File: config.mk
export PLATFORM = sky130hd
export DESIGN_NAME = requant_32to8
export DESIGN_NICKNAME = d
export VERILOG_FILES = /design/src/rtl/requant_32to8.sv
export SDC_FILE = /design/constraint.sdc
export NUM_CORES = 2
export LEC_CHECK = 0
export BUFFER_PORTS_ARGS = -buffer_cell sky130_fd_sc_hd__buf_2
export CAP_MARGIN = 20
export CORE_MARGIN = 2
export CORE_UTILIZATION = 55
export CTS_CLUSTER_SIZE = 24
export DETAILED_ROUTE_END_ITERATION = 16
export PLACE_DENSITY = 0.73
export SYNTH_ARGS = -nofsm -noshare
export SYNTH_HDL_FRONTEND = slang
export SYNTH_SLANG_ARGS = --single-unit
File: constraint.sdc
create_clock -name clk -period 7.8 [get_ports clk]
set_input_delay 0.39 -clock clk [delete_from_list [all_inputs] [get_ports clk]]
set_output_delay 0.39 -clock clk [all_outputs]
set_load 0.03 [all_outputs]
File: src/rtl/requant_32to8.sv
`default_nettype none
// ============================================================================
// Module   : requant_32to8
// Purpose  : Requantizes signed 32-bit accumulator words to signed int8:
//            d_out = sat8(round((acc * M) >>> S) + ZP), 3-stage pipeline with
//            valid/ready flow control and a clipped-beat event counter.
// Revision : 1.0 - initial release
// ----------------------------------------------------------------------------
// Ports:
//   clk          in   1      rising-edge clock
//   rst          in   1      asynchronous, active-low reset
//   in_valid     in   1      input beat valid
//   in_ready     out  1      beat accepted this cycle when in_valid is high
//   acc_in       in   32     signed accumulator value
//   scale_m      in   16     unsigned multiplier M (sampled per beat)
//   scale_shift  in   5      right shift S, 0..31 (sampled per beat)
//   zero_point   in   8      signed output zero point ZP (sampled per beat)
//   out_valid    out  1      output beat valid
//   out_ready    in   1      downstream accepts beat
//   d_out        out  8      signed int8 result
//   sat_flag     out  1      beat was clipped to the int8 range
//   sat_clr      in   1      synchronous clear of sat_cnt (wins over increment)
//   sat_cnt      out  CNT_W  clipped beats delivered, sticks at all-ones
// Configuration macro:
//   REQUANT_RELU_EN - lower clip bound becomes max(-128, ZP); the ReLU floor
//                     by itself does not raise sat_flag.
// ============================================================================
module requant_32to8 #(
  parameter int CNT_W = 16
) (
  input  logic             clk,
  input  logic             rst,
  input  logic             in_valid,
  output logic             in_ready,
  input  logic [31:0]      acc_in,
  input  logic [15:0]      scale_m,
  input  logic [4:0]       scale_shift,
  input  logic [7:0]       zero_point,
  output logic             out_valid,
  input  logic             out_ready,
  output logic [7:0]       d_out,
  output logic             sat_flag,
  input  logic             sat_clr,
  output logic [CNT_W-1:0] sat_cnt
);

  localparam logic signed [49:0] c_MAX = 50'sd127;
  localparam logic signed [49:0] c_MIN = -50'sd128;

  // Single global advance: the whole pipe moves or freezes together, so
  // bubbles are kept and ordering is trivially preserved.
  logic w_en;
  assign w_en     = ~out_valid | out_ready;
  assign in_ready = w_en;

  // ---------------- Stage 1: product ----------------
  logic signed [48:0] w_acc_ext;
  logic signed [48:0] w_m_ext;
  logic signed [48:0] w_prod;
  logic               r_v1;
  logic signed [48:0] r_p1;
  logic [4:0]         r_s1;
  logic [7:0]         r_zp1;

  // |acc*M| < 2^47, so a 49-bit signed product cannot overflow.
  assign w_acc_ext = $signed({{17{acc_in[31]}}, acc_in});
  assign w_m_ext   = $signed({33'd0, scale_m});
  assign w_prod    = w_acc_ext * w_m_ext;

  always_ff @(posedge clk or negedge rst) begin
    if (!rst) begin
      r_v1  <= 1'b0;
      r_p1  <= '0;
      r_s1  <= '0;
      r_zp1 <= '0;
    end else if (w_en) begin
      r_v1  <= in_valid;
      r_p1  <= w_prod;
      r_s1  <= scale_shift;
      r_zp1 <= zero_point;
    end
  end

  // ---------------- Stage 2: rounding shift ----------------
  logic signed [48:0] w_half;
  logic signed [48:0] w_sum;
  logic signed [48:0] w_round;
  logic               r_v2;
  logic signed [48:0] r_r2;
  logic [7:0]         r_zp2;

  // Adding half an LSB before the arithmetic shift rounds ties toward +inf.
  always_comb begin
    w_half  = '0;
    w_sum   = r_p1;
    w_round = r_p1;
    if (r_s1 != 5'd0) begin
      w_half  = 49'sd1 <<< (r_s1 - 5'd1);
      w_sum   = r_p1 + w_half;
      w_round = w_sum >>> r_s1;
    end
  end

  always_ff @(posedge clk or negedge rst) begin
    if (!rst) begin
      r_v2  <= 1'b0;
      r_r2  <= '0;
      r_zp2 <= '0;
    end else if (w_en) begin
      r_v2  <= r_v1;
      r_r2  <= w_round;
      r_zp2 <= r_zp1;
    end
  end

  // ---------------- Stage 3: zero point + clip ----------------
  logic signed [49:0] w_zp_ext;
  logic signed [49:0] w_v;
  logic               w_hi;
  logic               w_lo;
  logic [7:0]         w_d;
  logic               w_sat;

  assign w_zp_ext = $signed({{42{r_zp2[7]}}, r_zp2});
  assign w_v      = $signed({r_r2[48], r_r2}) + w_zp_ext;
  assign w_hi     = (w_v > c_MAX);
  assign w_lo     = (w_v < c_MIN);
  // sat_flag reports leaving the int8 range, independent of any ReLU floor.
  assign w_sat    = w_hi | w_lo;

`ifdef REQUANT_RELU_EN
  // ZP is itself int8, so max(-128, ZP) == ZP and the floor covers w_lo.
  logic w_floor;
  assign w_floor = (w_v < w_zp_ext);
  always_comb begin
    w_d = w_v[7:0];
    if (w_hi) begin
      w_d = 8'h7F;
    end else if (w_floor) begin
      w_d = r_zp2;
    end
  end
`else
  always_comb begin
    w_d = w_v[7:0];
    if (w_hi) begin
      w_d = 8'h7F;
    end else if (w_lo) begin
      w_d = 8'h80;
    end
  end
`endif

  always_ff @(posedge clk or negedge rst) begin
    if (!rst) begin
      out_valid <= 1'b0;
      d_out     <= '0;
      sat_flag  <= 1'b0;
    end else if (w_en) begin
      out_valid <= r_v2;
      d_out     <= w_d;
      sat_flag  <= w_sat;
    end
  end

  // ---------------- Saturation event counter ----------------
  always_ff @(posedge clk or negedge rst) begin
    if (!rst) begin
      sat_cnt <= '0;
    end else if (sat_clr) begin
      sat_cnt <= '0;
    end else if (out_valid && out_ready && sat_flag && !(&sat_cnt)) begin
      sat_cnt <= sat_cnt + 1'b1;
    end
  end

endmodule
`default_nettype wire
## After elaboration in Yosys (flattened, before gate mapping)

Cells that the tools add are included.
W data, S select, Z words.

| storage, ports and cells | value |
|---|---|
| bits in registers | 147 |
| latch bits | 0 |
| memory bits (writable) | 0 |
| ROM bits | 0 |
| bits of input ports | 66 |
| output and inout bits | 27 |
| logic and storage cells | 35 |
| memories | 0 |

| operators by class | value |
|---|---|
| $add $sub $neg | 4 |
| multipliers | 1 |
| divide/modulo/power cells | 0 |
| $lt $le $gt $ge | 2 |
| equal/unequal tests | 0 |
| shift operators | 2 |
| muxes and demuxes | 5 |
| bitwise gates (word level) | 3 |
| reductions and logical operators | 7 |

Operator list:

| kind | count |
|---|---|
| $add A49 B8 Y50 | 1 |
| $gt A50 B8 Y1 const B | 1 |
| $lt A50 B8 Y1 const B | 1 |
| $add A49 B49 Y49 | 1 |
| $mul A32 B17 Y49 | 1 |
| $mux W49 | 1 |
| $sshl A2 B5 Y49 const A | 1 |
| $sshr A49 B5 Y49 | 1 |
| $mux W16 | 2 |
| $add A16 B1 Y16 const B | 1 |
| $mux W8 | 2 |
| $reduce_and A16 Y1 | 1 |
| $reduce_bool A5 Y1 | 1 |
| $sub A5 B1 Y5 const B | 1 |
| $logic_and A1 B1 Y1 | 3 |
| $or A1 B1 Y1 | 2 |
| $reduce_bool A2 Y1 | 1 |
| $logic_not A1 Y1 | 1 |
| $not A1 Y1 | 1 |

## Depth between registers and ports, before layout

| depth | value |
|---|---|
| depth in word-level cells | 5 |
| depth in mapped cells | 27 |
| mapped depth without buffers | 26 |

## Least setup slack after synthesis

Ideal clock, no wire load.

| timing path | value |
|---|---|
| path kind | in2reg |
| start point | input acc_in[5] |
| end point | register r_p1[46] |
| library setup time | 154 ps |
| arrival time | 6731 ps |
| required time | 7646 ps |
| path slack | 915 ps |
| cell stages on the path | 23 |
| path buffers | 1 |
| cell sequence | clkbuf_1 and2_1 fa_1 inv_1 fa_1 fa_1 fa_1 inv_1 fa_1 inv_1 fa_1 inv_1 ha_1 a21o_1 a2111oi_1 a2111oi_0 o41a_1 a31oi_1 a31oi_1 a311oi_1 a21oi_1 xnor2_1 a21oi_1 |

| on the way | value |
|---|---|
| cells in the longest elaborated chain, start to end | 1 |

RTL lines:

| item | RTL line | RTL |
|---|---|---|
| from (decl) | 35 | `input logic [31:0] acc_in,` |
| $mul A32 B17 Y49 | 68 | `assign w_prod = w_acc_ext * w_m_ext;` |
| to (signal assigned) | 78 | `r_p1 <= w_prod;` |
| to (decl) | 61 | `logic signed [48:0] r_p1;` |

No other way between the ends.
A chain may end at the register's enable or synchronous reset.

## Worst setup path after layout

| timing path | value |
|---|---|
| start point | input scale_m[7] |
| end point | register r_p1[46] |

| on the way | value |
|---|---|
| cells in the longest elaborated chain, start to end | 1 |

RTL lines:

| item | RTL line | RTL |
|---|---|---|
| from (decl) | 36 | `input logic [15:0] scale_m,` |
| $mul A32 B17 Y49 | 68 |  |

No other way between the ends.

==> results.toml <==
[synthesis]
synthArstFlopShare = 1.00
yosysWarnings = 0
syn_area_sq_um = 32900
ys.flop_type = "dfrtp_1"
syn_nets = 4774
synth_cell_types = 94
ys_seq_elements = 147
synth_edf_count = 0
synthCells = 4016
avgSynthCellArea_sq_um = 8.18
yosysSeqAreaShare = 0.112

[floorplanning]
design.die.area_sq_um = 61700
fp.dieW_microns = 248
initial_core_util = 0.557
io_pins = 93
die_h_microns = 248
coreArea_sq_um = 59000
row_count = 89

[hold_path]
hold_class = "in -> reg"

[sta]
tightest_slew_ns = 1.06
tns_ns = 0
fin_crit_sh = 0.933
slew_headroom = 0.296
timing.hold.ws_ns = 0.138
fin_worst_skew_ns = 0.00913
period_needed_ns = 7.27
hold_viol = 0
rsz0062_at_grt = "no"
setup_viol = 0
fmax_mhz = 137
slew_violations = 0

[setup_path]
arrival_ns = 7.57
start_kind = "primary input"
crit_chain = "buf_2 -> and2_1 -> fa_1 -> inv_1 -> fa_1 -> fa_1 -> fa_1 -> inv_1 -> fa_1 -> inv_1 -> fa_1 -> inv_1 -> ha_1 -> a21o_1 -> a2111oi_1 -> a2111oi_0 -> buf_4 -> o41a_1 -> a31oi_1 -> a31oi_1 -> a311oi_1 -> a21oi_1 -> xnor2_1 -> a21oi_1"
critPathMaxStageDelay_ns = 0.64
path_max_fanout = 19
crit_top_cell = "fa_1"
worstPathRequired_ns = 8.09
path_class = "in -> reg"
crit_slowest_cell = "a2111oi_1"
setup.worst_path.end_class = "register"

[grt]
grt_pass1_wl_microns = 153000
grt_usage = 0.304
grt_pass1_vias = 28100
overflow = 0
antenna_found_initial = 0
grt_max_degree = 111

[clock_network]
cts_max_path_buffers = 2
cts_buffers = 17
clock_sinks = 147
root_buffer = "clkbuf_16"
clkTransAtPathRegs_ns = 0.07
cts_resized = 0
clkLatencyLatePin_ns = 0.46
cts_tree = "built"
htree_levels = 4

[layout]
syn_to_final_growth_pct = 4.90
fillCellCount = 5401
multi_input_area_sq_um = 26100
final_cell_mix = "613 x inv_1, 570 x nand2_1, 491 x fa_1, 253 x and2_1, 250 x nor2_1"
antenna_cells = 0
finish.net_count = 4729
drive_gt1_frac = 0.0607
final_area_sq_um = 34500
register_area_sq_um = 3680
layout_commonest_cell = "inv_1"

[routing]
drt_iter0_drc = 2548
routed-via-count = 28000
vias_per_cell = 5.88
drtAntennaViolNets = 0
wl_microns = 92600
drtPass1Iterations = 8
drcViolationCount = 0
wl_per_cell_microns = 19.5

[place]
io_buffers = 92
globalplace.congestion = 0.990
postPlaceCellArea_sq_um = 33900
dp_hpwl_microns = 75100

[run_status]
status = "completed"

[run]
cap_viol_max_count = 0
Yosys cell counts (51+ instances only):
cell type	number	area [sq um]
nor3_1	51	255
nand3_1	54	270
nor2_1	250	938
xnor2_1	86	753
and2_1	253	1580
clkbuf_1	175	657
dfrtp_1	147	3680
fa_1	491	9830
a21oi_1	232	1160
ha_1	201	2510
inv_1	614	2300
xor2_1	70	613
o21ai_0	142	711
nand2_1	570	2140
a21o_1	69	518
registers in the layout, summed over array words and instances (netlist names):
| name | count |
|---|---|
| sat_flag | 1 |
| out_valid | 1 |
| r_zp2 | 8 |
| r_r2 | 49 |
| r_v2 | 1 |
| r_p1 | 49 |
| r_s1 | 5 |
| r_zp1 | 8 |
| sat_cnt | 16 |
| d_out | 8 |
| r_v1 | 1 |
area by class of cell:
class | instances | area share
clock buffers | 18 | 0.0127
repair buffers | 145 | 0.0251
multi-input cells | 3043 | 0.756
well taps | 773 | 0.0281
clock inverters | 14 | 0.00392
inverters | 617 | 0.0672
flip-flops and latches | 147 | 0.107
cell families after synthesis:
| family | synth area share |
|---|---|
| and+or+nand+nor | 0.193 |
| buffers and inverters | 0.0951 |
| AOI/OAI and AO/OA | 0.154 |
| adders and majority gates | 0.376 |
| xor gates and xnor gates | 0.0426 |
| DFF | 0.112 |
| muxes | 0.0271 |
metal layers:
layer	global-route usage	part of all wire
met5	0	0
met4	0.0862	0.027
met3	0.0415	0.071
met2	0.483	0.46
met1	0.437	0.45
stage by stage:
stage | util | setup WS [ns] | cells
6_report | 0.584 | 0.526 | 4757
5_1_grt | 0.584 | 0.0212 | 4757
4_1_cts | 0.584 | 0.511 | 4757
3_5_place_dp | 0.574 | 0.0454 | 4724
3_3_place_gp | 0.574 | 0.185 | 4724
2_1_floorplan | - | 0.915 | 4016
path summary, 6_finish.rpt:
kind,from,endpoint,cells after the start,slack [ns]
max,scale_m[7],r_p1[46],24,0.53
min,zero_point[1],r_zp1[1],3,0.14
max reg2reg,r_s1[1],r_r2[18],20,0.94
min reg2reg,r_v2,r_v2,2,0.46
max in group asynchronous,rst,r_p1[42],3,5.83
min in group asynchronous,rst,r_r2[2],2,0.53
critical path: cells and delay by family:
family	cells	cell delay, ns
AND/OR/NAND/NOR	1	0.21
XOR/XNOR	1	0.17
buffers and inverters	6	0.62
AO/OA/AOI/OAI	9	2.65
adder cells (fa/ha/maj)	7	3.49
repair_timing:
| item | 4_1_cts | 5_1_grt |
|---|---|---|
| endpoints found under the setup margin | 0 | 0 |
| setup buffers | 0 | 0 |
| hold buffers | 1 | 0 |
| hold endpoints to repair | 68 | 0 |
Power is left out: the tool's default activity adds up to more than one toggle a clock period on the data nets, which glitch-free logic cannot reach.
